--- src/rtl/rlight_seq_pkg.sv ---
// rtl/rlight_seq_pkg.sv - shared types, register addresses and step function for the running-light sequencer
package rlight_seq_pkg;

  typedef enum logic [1:0] {
    MODE_ROL    = 2'b00,
    MODE_ROR    = 2'b01,
    MODE_BOUNCE = 2'b10,
    MODE_HOLD   = 2'b11
  } mode_e;

  typedef enum logic {
    IDLE = 1'b0,
    RUN  = 1'b1
  } state_e;

  localparam logic [3:0] ADDR_CTRL     = 4'h0;
  localparam logic [3:0] ADDR_PRESCALE = 4'h4;
  localparam logic [3:0] ADDR_PATTERN  = 4'h8;
  localparam logic [3:0] ADDR_STATUS   = 4'hC;

  localparam int ONESHOT_STEPS  = 8;
  localparam int PRESCALE_RESET = 999_999;

  // Returns {dir, led} after one step in the given mode.
  function automatic logic [8:0] step_led(mode_e mode, logic dir, logic [7:0] led);
    logic [8:0] r;
    r = {dir, led};
    case (mode)
      MODE_ROL: r[7:0] = {led[6:0], led[7]};
      MODE_ROR: r[7:0] = {led[0], led[7:1]};
      MODE_BOUNCE: begin
        if (led != 8'h00) begin
          if (!dir && !led[7])  r = {1'b0, led[6:0], 1'b0};
          else if (!dir)        r = {1'b1, 1'b0, led[7:1]};
          else if (!led[0])     r = {1'b1, 1'b0, led[7:1]};
          else                  r = {1'b0, led[6:0], 1'b0};
        end
      end
      default: r = {dir, led};
    endcase
    return r;
  endfunction

endpackage

--- src/rtl/rlight_prescaler.sv ---
// rtl/rlight_prescaler.sv - reloadable down-counter issuing a one-cycle tick at zero
module rlight_prescaler #(
  parameter int PRESCALE_W = 24
) (
  input  logic                  clk_i,
  input  logic                  rst_i,
  input  logic                  load_i,
  input  logic                  run_i,
  input  logic [PRESCALE_W-1:0] reload_i,
  output logic                  tick_o
);

  logic [PRESCALE_W-1:0] cnt_q;

  assign tick_o = run_i && (cnt_q == '0);

  // An explicit load wins over the tick reload; both use the same reload value.
  always_ff @(posedge clk_i or posedge rst_i) begin
    if (rst_i) begin
      cnt_q <= '0;
    end else if (load_i || tick_o) begin
      cnt_q <= reload_i;
    end else if (run_i) begin
      cnt_q <= cnt_q - 1'b1;
    end
  end

endmodule

--- src/rtl/rlight_sequencer.sv ---
// rtl/rlight_sequencer.sv - register-programmable running-light sequencer for the 8 board LEDs
module rlight_sequencer
  import rlight_seq_pkg::*;
#(
  parameter int         PRESCALE_W = 24,
  parameter logic [7:0] LED_RESET  = 8'h01
) (
  input  logic        clk_i,
  input  logic        rst_i,
  input  logic        reg_we_i,
  input  logic        reg_re_i,
  input  logic [3:0]  reg_addr_i,
  input  logic [31:0] reg_wdata_i,
  output logic [31:0] reg_rdata_o,
  output logic [7:0]  led_o
);

  state_e                state_q, state_d;
  logic [3:0]            ctrl_q;
  logic [PRESCALE_W-1:0] prescale_q;
  logic [7:0]            pattern_q;
  logic [7:0]            led_q;
  logic [7:0]            step_cnt_q;
  logic                  dir_q;
  logic                  done_q;

  logic ctrl_wr, pre_wr, pat_wr;
  logic tick, start, step_en, finish;
  logic unused_wdata;

  assign ctrl_wr      = reg_we_i && (reg_addr_i == ADDR_CTRL);
  assign pre_wr       = reg_we_i && (reg_addr_i == ADDR_PRESCALE);
  assign pat_wr       = reg_we_i && (reg_addr_i == ADDR_PATTERN);
  assign unused_wdata = ^reg_wdata_i;

  rlight_prescaler #(.PRESCALE_W(PRESCALE_W)) u_prescaler (
    .clk_i    (clk_i),
    .rst_i    (rst_i),
    .load_i   (start || pat_wr),
    .run_i    (state_q == RUN),
    .reload_i (prescale_q),
    .tick_o   (tick)
  );

  always_ff @(posedge clk_i or posedge rst_i) begin
    if (rst_i) state_q <= IDLE;
    else       state_q <= state_d;
  end

  // A disabling CTRL write or a PATTERN write on a tick cycle discards that step.
  always_comb begin
    state_d = state_q;
    start   = 1'b0;
    step_en = 1'b0;
    finish  = 1'b0;
    case (state_q)
      IDLE: begin
        if (ctrl_wr && reg_wdata_i[0]) begin
          state_d = RUN;
          start   = 1'b1;
        end
      end
      RUN: begin
        if (ctrl_wr && !reg_wdata_i[0]) begin
          state_d = IDLE;
        end else if (tick && !pat_wr) begin
          step_en = 1'b1;
          if (ctrl_q[3] && (step_cnt_q == 8'(ONESHOT_STEPS - 1))) begin
            state_d = IDLE;
            finish  = 1'b1;
          end
        end
      end
      default: state_d = IDLE;
    endcase
  end

  always_ff @(posedge clk_i or posedge rst_i) begin
    if (rst_i) begin
      ctrl_q     <= 4'h0;
      prescale_q <= PRESCALE_W'(PRESCALE_RESET);
      pattern_q  <= LED_RESET;
      led_q      <= LED_RESET;
      step_cnt_q <= 8'h00;
      dir_q      <= 1'b0;
      done_q     <= 1'b0;
    end else begin
      if (ctrl_wr) begin
        ctrl_q <= reg_wdata_i[3:0];
        done_q <= 1'b0;
      end
      if (pre_wr) prescale_q <= reg_wdata_i[PRESCALE_W-1:0];
      if (start) begin
        step_cnt_q <= 8'h00;
        dir_q      <= 1'b0;
      end
      if (step_en) begin
        {dir_q, led_q} <= step_led(mode_e'(ctrl_q[2:1]), dir_q, led_q);
        step_cnt_q     <= step_cnt_q + 8'h01;
      end
      if (finish) begin
        ctrl_q[0] <= 1'b0;
        done_q    <= 1'b1;
      end
      if (pat_wr) begin
        pattern_q  <= reg_wdata_i[7:0];
        led_q      <= reg_wdata_i[7:0];
        step_cnt_q <= 8'h00;
      end
    end
  end

  always_comb begin
    reg_rdata_o = 32'h0;
    if (reg_re_i) begin
      case (reg_addr_i)
        ADDR_CTRL:     reg_rdata_o = {28'h0, ctrl_q};
        ADDR_PRESCALE: reg_rdata_o = 32'(prescale_q);
        ADDR_PATTERN:  reg_rdata_o = {24'h0, pattern_q};
        ADDR_STATUS:   reg_rdata_o = {13'h0, done_q, (state_q == RUN), dir_q, step_cnt_q, led_q};
        default:       reg_rdata_o = 32'h0;
      endcase
    end
  end

  assign led_o = led_q;

endmodule
--- config.mk ---
export PLATFORM = sky130hd
export DESIGN_NAME = rlight_sequencer
export DESIGN_NICKNAME = d
export VERILOG_FILES = /design/src/rtl/rlight_seq_pkg.sv /design/src/rtl/rlight_prescaler.sv /design/src/rtl/rlight_sequencer.sv
export SDC_FILE = /design/constraint.sdc
export NUM_CORES = 1
export LEC_CHECK = 0
export ABC_AREA = 1
export BUFFER_PORTS_ARGS = -buffer_cell sky130_fd_sc_hd__buf_2
export CORE_ASPECT_RATIO = 0.6
export CORE_UTILIZATION = 52
export CTS_CLUSTER_SIZE = 12
export DETAILED_ROUTE_END_ITERATION = 12
export PLACE_DENSITY_LB_ADDON = 0.1
export SYNTH_ARGS = -nofsm -noshare
export SYNTH_HDL_FRONTEND = slang
export SYNTH_SLANG_ARGS = --single-unit
export TNS_END_PERCENT = 1
--- constraint.sdc ---
create_clock -name clk_i -period 2.3 [get_ports clk_i]
set_clock_uncertainty 0.05 [all_clocks]
set_input_delay 0.23 -clock clk_i [delete_from_list [all_inputs] [get_ports clk_i]]
set_output_delay 0.23 -clock clk_i [all_outputs]
set_load 0.1 [all_outputs]
==> impl_metrics.tcl, run 1 <==
set metrics [dict create \
    outcome "complete, no violations" \
    yosys_warnings 0 \
    placed_area_mm2 0.00565 \
    rr_endpoint "led_o[3]" \
    grt_max_degree 39 \
    portBuffers 63 \
    grt_usage_pct 29.1 \
    root_buffer "clkbuf_16" \
    synth_seq_cells 79 \
    synthFlopType "dfrtp_1" \
    pwr-share-seq_pct 37.0 \
    via_per_inst 5.36 \
    hold_path.class "in2reg" \
    die_x_um 128 \
    critPathKind "in2out" \
    post_synth.cell_area_avg_um2 7.13 \
    post_drt_wl_per_cell_um 15.2 \
    cts_sinks 79 \
    grt_overflow 0 \
    switching_power_uw 2180 \
    cellInternalPower_uw 3560 \
    ios 80 \
    hold_depth 2 \
    cp-start-kind "primary input" \
    power_uw 5750 \
    synth_edf_count 0 \
    yosysSeqAreaShare_pct 40.5 \
    cellPowerDensity_mw_per_mm2 954 \
    cp_cell_sequence "buf_2, nor2_4, nand3_1, clkinv_1, nand2_1, a41oi_1, buf_12" \
    core-area_mm2 0.00919 \
    clock_latency_ps 340 \
    diodes 0 \
    area_growth_pct 22.4 \
    grt_pass1_vias 4398 \
    cts_max_path_buffers 2 \
    cts_buffers 9 \
    reg2reg_slack_ps 350 \
    finalInstanceArea_mm2 0.00603 \
    tightest_slew_ps 739 \
    wirelength_um 13600 \
    worstHoldEndpoint "prescale_q[13]" \
    ir_drop_uv 561 \
    cp_slowest_cell "a41oi_1" \
    clock.fmax_ghz 0.511 \
    power_frac_comb_pct 32.4 \
    first_pass_iters 5 \
    drive_gt1_share_pct 18.5 \
    cp_max_fo 18 \
    regArea_mm2 0.00199 \
    setup_viol 0 \
    ys_types 44 \
    p_leak_uw 0.00306 \
    cp-end-kind "output port" \
    drtIter0Drc 353 \
    slew_headroom_pct 50.7 \
    drv_slew 0 \
    nets 802 \
    final_common_cell "nand2_1" \
    drtAntennaViolNets 0 \
    hold_viol 0 \
    dr_total_vias 4774 \
    multi_input_area_mm2 0.00250 \
    rsz0062_at_grt "no" \
    hpwl_um 10400 \
    die_height_um 77.4 \
    layout_setup_ws_ps 344 \
    die_area_mm2 0.00987 \
    hp-start "reg_wdata_i[13]" \
    power_switching_share_pct 38.0 \
    hold_slack_ps 73.5 \
    arrival_ps 1680 \
    fill_cells 844 \
    synthArstFlopShare_pct 100 \
    clkTransAtPathRegs_ps 60 \
    clkPwrFrac_pct 30.6 \
    htree_levels 3 \
    pre_cts_ws_ps 405 \
    layout_common_cells "238 x nand2_1, 68 x inv_1, 68 x nand3_1" \
    drc 0 \
    r2r_cells 10 \
    start_util_pct 53.6 \
    drv_cap 0 \
    fin_setup_tns_ps 0 \
    cts_tree "yes" \
    grt_pass1_wl_um 22200 \
    gp_congestion 0.959 \
    std_cell_rows 27 \
    synthCells 691 \
    period_needed_ps 1960 \
    final.period_utilization_pct 85.0 \
    postCtsSetupBuffers 0 \
    synth_area_mm2 0.00492 \
    cpPeakStageDelay_ps 360 \
    antenna_found_initial 0 \
    r2r_start "ctrl_q[1]" \
    required_ps 2020 \
]
## cell families (layout without fill, tap and decap cells)
| kind of cell | after synthesis | count (layout) | synth area share, % |
|---|---|---|---|
| adders and majority gates | 6 | 6 | 1.52 |
| buffers and inverters | 104 | 167 | 9.20 |
| muxes | 10 | 10 | 2.29 |
| xor gates and xnor gates | 14 | 14 | 2.49 |
| AOI/OAI and AO/OA | 64 | 64 | 7.12 |
| DFF | 79 | 79 | 40.5 |
| other | 1 | 8 | 0.0762 |
| and+or+nand+nor | 413 | 413 | 36.8 |
## cell usage after synthesis (4+ instances only)
master | count | area, um^2
nor2_2 | 4 | 25.0
inv_1 | 69 | 259
nand2_1 | 238 | 893
nor2_4 | 6 | 67.6
nand3_1 | 68 | 340
dfrtp_1 | 65 | 1630
xnor2_1 | 4 | 35.0
nor2_1 | 66 | 248
a21oi_1 | 29 | 145
mux2_2 | 9 | 101
o21ai_0 | 20 | 100
ha_1 | 6 | 75.1
nand4_1 | 8 | 50.1
clkbuf_1 | 6 | 22.5
inv_2 | 8 | 30.0
nor3_1 | 7 | 35.0
dfstp_2 | 14 | 368
buf_2 | 5 | 25.0
buf_4 | 13 | 97.6
xor2_1 | 10 | 87.6
## worst max path at each step
stage | slack (ps) | cells after the start | start | endpoint
global placement | 420 | 7 | reg_addr_i[1] | reg_rdata_o[0]
CTS | 390 | 7 | reg_addr_i[1] | reg_rdata_o[0]
finish | 340 | 7 | reg_addr_i[1] | reg_rdata_o[0]
detailed placement | 400 | 7 | reg_addr_i[1] | reg_rdata_o[0]
global route | 190 | 10 | ctrl_q[1] | led_o[3]
floorplan | -720 | 4 | reg_addr_i[1] | reg_rdata_o[19]
## registers in the layout, summed over array words and instances, names as in the netlist
name               count
prescale_q            24
pattern_q              8
led_o                  8
state_q                1
dir_q                  1
step_cnt_q             8
ctrl_q                 4
u_prescaler.cnt_q     24
done_q                 1
## critical path, delay by kind of cell
family	cells	cell delay (ps)
AOI/OAI and AO/OA	1	360
buffers and inverters	3	690
and+or+nand+nor	3	390
## through the flow
step	utilization [%]	instances
finish	65.6	891
global placement	61.5	874
global route	65.6	891
CTS	65.6	891
floorplan	-	698
detailed placement	61.5	874
## final cells by class
class,count,share of cell area [%]
clock buffer,11,4.03
clock inverter,5,2.14
inverter,78,4.88
multi-input combinational,515,41.5
sequential,79,33.1
tap,130,2.70
timing repair buffer,73,11.7
## repair_timing
item / CTS / global route
gates resized for setup: 0 / 0
endpoints found under the hold margin: 28 / 0
hold buffers: 1 / 0
## per-layer routing
| layer | vias to the layer above | wire length [um] | track usage, % |
|---|---|---|---|
| li1 | 2310 | - | - |
| met3 | 15 | 1050 | 5.10 |
| met5 | - | 0 | 0 |
| met2 | 208 | 5670 | 42.3 |
| met1 | 2241 | 6740 | 45.1 |
| met4 | 0 | 133 | 6.12 |
## power groups by stage
stage	clock (uW)	combinational (uW)	sequential, uW
2_1_floorplan	0	1400	2060
3_3_place_gp	0	1790	2110
3_5_place_dp	0	1830	2130
4_1_cts	1780	1850	2110
5_1_grt	1830	2080	2170
6_report	1760	1860	2120
Power figures use the tool's default switching activity.
==> run 2: changes to the inputs <==
--- a/config.mk
+++ b/config.mk
@@ -8,7 +8,7 @@
 export ABC_AREA = 1
 export BUFFER_PORTS_ARGS = -buffer_cell sky130_fd_sc_hd__buf_2
 export CORE_ASPECT_RATIO = 0.6
-export CORE_UTILIZATION = 52
+export CORE_UTILIZATION = 45
 export CTS_CLUSTER_SIZE = 12
 export DETAILED_ROUTE_END_ITERATION = 12
 export PLACE_DENSITY_LB_ADDON = 0.1
==> impl_metrics.tcl, run 2 (synthesized netlist as in run 1, its figures left out) <==
set metrics [dict create \
    dp_cells 883 \
    clock.fmax_ghz 0.517 \
    std_cell_rows 29 \
    rsz0062_at_grt "no" \
    required_ps 2020 \
    cts_buffers 9 \
    cellPowerDensity_mw_per_mm2 937 \
    critPathKind "in2out" \
    cpPeakStageDelay_ps 350 \
    wirelength_um 13400 \
    cts_tree "yes" \
    p_leak_uw 0.00304 \
    grt_overflow 0 \
    htree_levels 3 \
    drive_gt1_share_pct 18.7 \
    root_buffer "clkbuf_16" \
    post_drt_wl_per_cell_um 14.9 \
    start_util_pct 46.5 \
    die_x_um 137 \
    hold_viol 0 \
    die_height_um 83.0 \
    first_pass_iters 5 \
    clkTransAtPathRegs_ps 60 \
    drv_slew 0 \
    setup_viol 0 \
    cp_max_fo 18 \
    cp_top_family "buffers and inverters" \
    crit_buf_inv 3 \
    cp_cell_sequence "buf_2, nor2_4, nand3_1, clkinv_1, nand2_1, a41oi_1, buf_12" \
    dr_total_vias 4695 \
    period_needed_ps 1930 \
    fin_setup_tns_ps 0 \
    core-area_mm2 0.0106 \
    layout_setup_ws_ps 365 \
    gp_congestion 0.920 \
    grt_max_degree 62 \
    ir_drop_uv 451 \
    hold_path.class "in2reg" \
    pre_cts_ws_ps 395 \
    slew_headroom_pct 53.5 \
    drtAntennaViolNets 0 \
    cts_max_path_buffers 2 \
    postCtsSetupBuffers 0 \
    arrival_ps 1650 \
    die_area_mm2 0.0114 \
    reg.largest.list "prescale_q x24, u_prescaler.cnt_q x24" \
    cp-start-kind "primary input" \
    final.period_utilization_pct 84.1 \
    grt_pass1_wl_um 22000 \
    via_per_inst 5.22 \
    grt_usage_pct 25.3 \
    ios 80 \
    cp-end-kind "output port" \
    diodes 0 \
    hold_slack_ps 72.9 \
    tightest_slew_ps 697 \
    grt_pass1_vias 4341 \
    nets 802 \
    fin_cells 900 \
    drv_cap 0 \
    drc 0 \
    drtIter0Drc 358 \
    layout_common_cells "238 x nand2_1, 68 x inv_1, 68 x nand3_1" \
    cts_sinks 79 \
    final_common_cell "nand2_1" \
    hpwl_um 10400 \
    cp_slowest_cell "a41oi_1" \
    antenna_found_initial 0 \
    reg2reg_slack_ps 400 \
    area_growth_pct 21.9 \
    portBuffers 63 \
    outcome "complete, no violations" \
    clock_latency_ps 340 \
]
## run 2: cell count changes in the layout (fill, tap and decap cells not counted), sizes merged
cell	delta
clkinv	+3
bufinv	-1
clkbuf	-2
## run 2: per-layer routing
layer  vias to the layer above  GRT usage [%]  routed length [um]
met2                       160           33.6                5310
li1                       2314              -                   -
met3                        13           5.13                 962
met5                         -              0                   0
met1                      2208           41.1                7010
met4                         0           5.69                 127
## run 2: path summary, 6_finish.rpt
| kind | start | endpoint | depth (start not counted) |
|---|---|---|---|
| min in group asynchronous | rst_i | step_cnt_q[6] | 3 |
| max in group asynchronous | rst_i | prescale_q[19] | 4 |
| max reg2reg | u_prescaler.cnt_q[0] | u_prescaler.cnt_q[8] | 7 |
| min | reg_wdata_i[13] | prescale_q[13] | 2 |
| max | reg_addr_i[1] | reg_rdata_o[0] | 7 |
| min reg2reg | pattern_q[0] | pattern_q[0] | 2 |
## run 2: worst register-to-register path, stage by stage, from the launching register on
cell	delay, ps
dfrtp_1	380
inv_1	140
ha_1	240
nand2_1	130
nor3_1	460
nand4_1	160
nand3_1	130
o21ai_0	80
## run 2: cell type report
class	count	area, um^2
Clock buffer	9	225
Inverter	78	294
Timing Repair Buffer	73	691
Multi-Input combinational cell	515	2500
Clock inverter	7	121
Sequential cell	79	1990
Tap cell	139	174
Fill cell	1012	4590
## run 2: power by group
part	switching (uW)	internal, uW
Sequential	339	1770
Combinational	1260	596
Clock	594	1060
## run 2: per-stage QoR
step / power, uW / utilization (%) / area (um^2)
global route: 5980 / 56.6 / 6000
global placement: 3910 / 53.3 / 5650
floorplan: 3460 / - / 4950
detailed placement: 3960 / 53.3 / 5650
CTS: 5640 / 56.6 / 6000
finish: 5620 / 56.6 / 6000
## run 2: timing repair
item                      CTS  global route
hold buffers                1             0
hold endpoints to repair   13             0
gates resized for setup     0             0
